**src/rtl/fetch_unit.sv**
```systemverilog
// fetch_unit: RV64 PC + synchronous imem reads; optional FETCH_MISALIGN_TRAP_EN traps misaligned redirects.
// Latency: request to inst_valid 2 cycles; branch_taken to target inst_valid 3 cycles.
// Backpressure: inst_ready low holds out, one in-flight word parks in skid, requests stop until drained.
module fetch_unit #(
  parameter logic [63:0] RESET_PC = 64'h0
) (
  input  logic        clk,
  input  logic        reset,
  output logic        imem_req,
  output logic [63:0] imem_addr,
  input  logic [31:0] imem_rdata,
  input  logic        branch_taken,
  input  logic [63:0] branch_pc,
  input  logic [63:0] branch_imm,
  input  logic        inst_ready,
  output logic        inst_valid,
  output logic [31:0] instruction,
  output logic [63:0] pc_out,
  output logic        misaligned
);

  typedef struct packed {
    logic [31:0] inst;
    logic [63:0] pc;
  } slot_t;

`ifdef FETCH_MISALIGN_TRAP_EN
  typedef enum logic [0:0] {RUN, FAULT} state_t;
`else
  typedef enum logic [0:0] {RUN} state_t;
`endif

  state_t      state;
  logic [63:0] pc;
  logic [63:0] req_pc;
  logic [63:0] target;
  logic        inflight;
  logic        skid_valid;
  logic        out_free;
  slot_t       skid;
  slot_t       resp;

  assign target    = branch_pc + (branch_imm << 1);
  assign out_free  = !inst_valid || inst_ready;
  assign imem_req  = (state == RUN) && !branch_taken && !skid_valid && out_free;
  assign imem_addr = pc;
  assign resp      = '{inst: imem_rdata, pc: req_pc};

`ifndef FETCH_MISALIGN_TRAP_EN
  assign misaligned = 1'b0;
`endif

  always_ff @(posedge clk) begin
    if (reset) begin
      state       <= RUN;
      pc          <= RESET_PC;
      req_pc      <= '0;
      inflight    <= 1'b0;
      inst_valid  <= 1'b0;
      instruction <= '0;
      pc_out      <= '0;
      skid_valid  <= 1'b0;
      skid        <= '0;
`ifdef FETCH_MISALIGN_TRAP_EN
      misaligned  <= 1'b0;
`endif
    end else if (state == RUN) begin
      if (branch_taken) begin
        // Redirect flushes everything younger than the branch, including the word landing now.
        inflight   <= 1'b0;
        inst_valid <= 1'b0;
        skid_valid <= 1'b0;
`ifdef FETCH_MISALIGN_TRAP_EN
        if (target[1:0] != 2'b00) begin
          state      <= FAULT;
          misaligned <= 1'b1;
        end else begin
          pc <= target;
        end
`else
        pc <= target & ~64'h3;
`endif
      end else begin
        inflight <= imem_req;
        if (imem_req) begin
          req_pc <= pc;
          pc     <= pc + 64'd4;
        end
        if (out_free) begin
          if (skid_valid) begin
            inst_valid  <= 1'b1;
            instruction <= skid.inst;
            pc_out      <= skid.pc;
            skid_valid  <= inflight;
            if (inflight) skid <= resp;
          end else if (inflight) begin
            inst_valid  <= 1'b1;
            instruction <= resp.inst;
            pc_out      <= resp.pc;
          end else begin
            inst_valid <= 1'b0;
          end
        end else if (inflight) begin
          skid       <= resp;
          skid_valid <= 1'b1;
        end
      end
`ifdef FETCH_MISALIGN_TRAP_EN
    end else begin
      inflight   <= 1'b0;
      inst_valid <= 1'b0;
      skid_valid <= 1'b0;
`endif
    end
  end

endmodule

```
**config.mk**
```make
export PLATFORM = sky130hd
export DESIGN_NAME = fetch_unit
export DESIGN_NICKNAME = d
export VERILOG_FILES = /design/src/rtl/fetch_unit.sv
export SDC_FILE = /design/constraint.sdc
export NUM_CORES = 1
export LEC_CHECK = 0
export BUFFER_PORTS_ARGS = -buffer_cell sky130_fd_sc_hd__buf_2
export CAP_MARGIN = 25
export CORE_ASPECT_RATIO = 2
export CORE_MARGIN = 10
export CORE_UTILIZATION = 40
export DETAILED_ROUTE_END_ITERATION = 12
export PLACE_DENSITY = 0.6
export SKIP_CTS_REPAIR_TIMING = 1
export SLEW_MARGIN = 10
export SYNTH_ARGS = -nofsm -noshare
export SYNTH_HDL_FRONTEND = slang
export SYNTH_SLANG_ARGS = --single-unit
```
**constraint.sdc**
```tcl
create_clock -name clk -period 3.7 [get_ports clk]
set_clock_uncertainty 0.2 [all_clocks]
set_input_delay 0.185 -clock clk [delete_from_list [all_inputs] [get_ports clk]]
set_output_delay 0.185 -clock clk [all_outputs]
set_load 0.05 [all_outputs]
```
Word level (Yosys, flattened, before mapping)

Index checks and enable logic that the tools add are counted.

Reduce and logical (&&, ||, !) cells: 14
Multiplexer cells: 17
Equal/unequal tests: 1
Bitwise gates (word level): 1
Add/subtract/negate cells: 2

Operators with widths:

| cell                                          | number |
|---|---|
| 2-to-1 mux 96 bit                             | 3 |
| 2-to-1 mux 64 bit                             | 4 |
| adder 64 x 3 -> 64 bit, second input constant | 1 |
| adder 64 bit                                  | 1 |
| 2-to-1 mux 32 bit                             | 2 |
| 2-to-1 mux 1 bit                              | 8 |
| nonzero test 2 bit                            | 3 |
| AND reduction 2 bit                           | 2 |
| zero test 1 bit                               | 3 |
| AND reduction 3 bit                           | 1 |
| nonzero test 3 bit                            | 1 |
| logical AND 1 bit                             | 2 |
| != test 2 bit, second input constant          | 1 |
| OR reduction 2 bit                            | 1 |
| logical OR 1 bit                              | 1 |
| NOT 1 bit                                     | 1 |

Logic and storage cells: 44
Register bits after elaboration: 323
Input bits: 164
Output and inout bits: 163

Logic depth before layout (Yosys ltp)

Word-level depth: 5
Depth in mapped cells: 11
Depth with buffers taken out: 11

Worst setup path after synthesis

No wires, ideal clock.

Path kind: flip-flop to flip-flop
Start: register pc[4], in the netlist imem_addr[4]
End: register pc[59], in the netlist imem_addr[59]
Stages on the path, launching flop included: 11
Library setup time: 127 ps
Path buffers: 1
Arrival: 2,804 ps
Data required time: 3,373 ps
Clock period less this slack: 3,131 ps
Path slack: 569 ps
Path through: dfxtp_1 and4_2 or4b_4 nor4_4 and2_2 and4_1 buf_4 a21oi_1 a31oi_1 o311ai_1 or3_1

Word-level cells in the longest chain between the ends: 3

Ends and longest elaborated chain:

| item                     | line | RTL |
|---|---|---|
| start: declaration       | 34   | `logic [63:0] pc;` |
| start signal: assignment | 81   | `pc <= target & ~64'h3;` |
| start signal: assignment | 87   | `pc <= pc + 64'd4;` |
| adder 64 x 3 -> 64 bit   | 87   |  |
| 2-to-1 mux 64 bit        | 85   | `if (imem_req) begin` |
| 2-to-1 mux 64 bit        | 68   | `if (branch_taken) begin` |

Every way passes these cells. The select of a mux whose other input is x is not followed.
A chain may end at the register's enable or synchronous reset.

Worst setup path after layout

Start: input branch_imm[5]
End: register pc[58], in the netlist imem_addr[58]

Word-level cells in the longest chain between the ends: 2

Ends and longest elaborated chain:

| item               | line | RTL |
|---|---|---|
| start: declaration | 14   | `input logic [63:0] branch_imm,` |
| adder 64 bit       | 43   | `assign target = branch_pc + (branch_imm << 1);` |
| 2-to-1 mux 64 bit  | 68   |  |

Every way passes these cells.

==> metrics.md <==
| Metric | Value |
|---|---|
| CTS sink cnt | 315 |
| GRT overflow | 0 |
| Setup crit start | branch_imm[5] |
| Failing checks | hold timing |
| Setup crit start kind | primary input |
| Number of diodes | 0 |
| Reg2Reg Setup Slack | 580 ps |
| Worst path slowest cell | dlygate4sd3_1 |
| Vias per inst | 5.33 |
| Clk buf depth | 3 |
| Die H | 307 um |
| Fin worst setup slack | 413 ps |
| Largest stage delay on the critical path | 530 ps |
| IO Port Bufs | 319 |
| Levels on crit path | 14 |
| EDFF count, synth | 0 |
| Post-synth top area share | 38.2% |
| Worst Setup End Kind | register |
| PwrDens | 432 nW/um^2 |
| Final nets | 2599 |
| Worst Max-Slew Pin Slew | 830 ps |
| Sequential-to-total area share from yosys stat | 38.2% |
| Minimum clock period | 3290 ps |
| Hold Worst Slack | -60.4 ps |
| H-tree levels | 1 |
| Unrepaired setup endpoints after global routing | no |
| Initial core utilization | 40.3% |
| Count of cell types in the netlist | 77 |
| Synth warn | 0 |
| Vias after detailed routing | 15615 |
| CTS tree | built |
| Multi-input logic area | 9590 um^2 |
| Crit path max fanout | 4 |
| Synth Register Bits | 315 |
| Layout cells sized above 1 | 18.1% |
| DRC errors left | 0 |
| Mapped Area | 16500 um^2 |
| Commonest non-fill, non-tap cells in the layout | nand2_1, buf_2, dfxtp_1 |
| Worst skew pair latency | 550 ps |
| Clock buffer count from CTS | 27 |
| Primary FF master, synth | dfxtp_1 |
| Die Width | 164 um |
| Vias in the first global route | 15258 |
| Max-slew violations | 0 |
| Worst Hold Class | in2reg |
| I/O pins | 327 |
| Leading area contributor after synthesis | dfxtp_1 |
| Fin crit share | 88.8% |
| First-pass detailed-route iteration total | 5 |
| Crit path capture | imem_addr[58] |
| Synth Area per Inst | 7.96 um^2 |
| Initial antenna violation count | 0 |
| Iter 0 DRT Violations | 999 |
| Commonest non-fill, non-tap cell in the layout | nand2_1 |
| DRT antenna net count | 0 |
| LEAKAGE | 0.00787 uW |
| Reg2reg end | imem_addr[59] |
| Die Area | 50300 um^2 |
| Crit path kind | in2reg |
| All-Layer GR Usage | 20.4% |
| Drt wl/cell | 18.6 um |
| CP bufs+invs | 4 |
| Layout Utilization | 48.8% |
| CP Data Required Time | 3970 ps |
| Async SR Flop Fraction | 0% |
| Area grow syn2layout | 21.0% |
| Crit-path cells | dlygate4sd3_1, buf_2, ha_1, nand2_1, nor3_1, a221oi_1, a21oi_1, buf_4, o21ai_0, buf_4, a2111oi_2, o21ai_0, and3_1, o32ai_1 |
| Clock Tree Root | clkbuf_16 |
| Largest net degree at the start of global routing | 165 |
| Row Count | 105 |
| Relative slew slack | 44.4% |
| CP delay by family, top | compound AO/OA/AOI/OAI gates |
| Fmax | 304 MHz |
| First-pass GRT wire length | 83.9 mm |
| FF/Latch Area | 6310 um^2 |
| Finish-stage setup viols | 0 |
| Core Area | 41000 um^2 |
| Detail Placement HPWL | 41.2 mm |
| Reg-to-reg startpoint | imem_addr[4] |
| Post-Route Setup TNS | 0 ps |
| Setup Slack @ Placement | 132 ps |
| Synth Instances | 2077 |
| Hold Violations, Final | 5 |
| Outcome | complete, but fails checks |
| # Max-Cap Violations | 0 |
| Worst R2R Path Depth | 9 |
| Clock edge transition at the registers on the reported setup and hold paths | 70 ps |
| Filler cell count | 4097 |
| Top post-synthesis cells by area | dfxtp_1, nand2_1, a21oi_1 |
| Crit path DAT | 3550 ps |
| Final Wtd Congestion | 0.899 |
| Drt total wl | 54.4 mm |
| VDD IR max | 0.000321 V |
[layer usage]
| layer | vias up | part of all wire [%] | track usage [%] |
|---|---|---|---|
| met1 | 7172 | 41 | 24.0 |
| li1 | 7896 | - | - |
| met4 | 0 | 3.3 | 7.76 |
| met2 | 459 | 50 | 36.1 |
| met3 | 88 | 5.5 | 3.36 |
| met5 | - | 0 | 0 |
[report_power, final]
group	switching [uW]	internal (uW)
Combinational	1340	659
Clock	1280	1610
Sequential	189	3560
Total	2810	5830
[worst min path at each step]
stage	from	end	cells past startpoint	slack, ps
global route	branch_pc[61]	imem_addr[61]	4	0.2
detailed placement	imem_rdata[1]	skid[65]	3	240
finish	branch_imm[62]	imem_addr[63]	4	-60
CTS	imem_rdata[1]	skid[65]	3	-350
floorplan	imem_rdata[0]	skid[64]	2	120
global placement	imem_rdata[11]	skid[75]	3	240
[cell usage after synthesis, types with 3 or more instances]
cell       instances
o21bai_1          12
clkbuf_1         120
o31ai_1            7
nor3_1            23
a21oi_1          239
and2_1             4
nand2b_1           9
nor2b_1            4
buf_1             14
and3_1            17
dfxtp_1          315
nand4_1           39
ha_1              62
buf_4              6
mux2i_1           95
a41oi_1            4
o221ai_1           4
nand3_1           32
a211oi_1         134
xnor2_1           59
a21boi_0           7
o21a_1             8
and4_1             9
nor4_1             5
a31oi_1           11
a2111oi_2          3
o32ai_1            4
a221o_1            3
a2111oi_0          3
nand2_1          401
o21ai_0           45
a21o_1            40
xor2_1            43
o22ai_1            9
o211ai_1           4
inv_1             28
or2_2              4
nor2_1           201
[worst register-to-register path, cell delays in order, from the launching register on]
cell and delay (ps):
dfxtp_1 450, and4_2 310, or4b_4 520, nor4_4 240, and2_2 260, and4_1 360
a21oi_1 100, a31oi_1 160, o311ai_1 110, or3_1 310
[flip-flops by register name (all words and copies together) (netlist names)]
signal,flops
inflight,1
req_pc,62
skid,94
imem_addr,62
instruction,32
inst_valid,1
skid_valid,1
pc_out,62
[cell type report]
class | instances | share of cell area [%]
multi-input combinational | 1595 | 48.0
inverter | 29 | 0.544
timing repair buffer | 404 | 12.1
tap | 535 | 3.35
clock buffer | 39 | 3.90
sequential | 315 | 31.6
clock inverter | 11 | 0.582
[cell families (layout without fill, tap and decap cells)]
logic type / after synthesis / in the layout / synth area share [%]
flops: 315 / 315 / 38.2
simple gates: 771 / 771 / 20.4
xor+xnor: 102 / 102 / 5.41
compound gates: 559 / 559 / 21.4
buf+inv: 171 / 483 / 4.04
fa+ha+maj: 63 / 63 / 4.82
other cells: 1 / 5 / 0.0227
mux: 95 / 95 / 5.75
[through the flow]
stage	area, um^2	std cells	power, uW
global route	20000	2928	9040
finish	20000	2928	8640
global placement	18700	2837	5770
detailed placement	18700	2838	5790
CTS	19600	2888	8700
floorplan	16500	2081	5140
No activity file was read; power rests on OpenSTA's default activity.
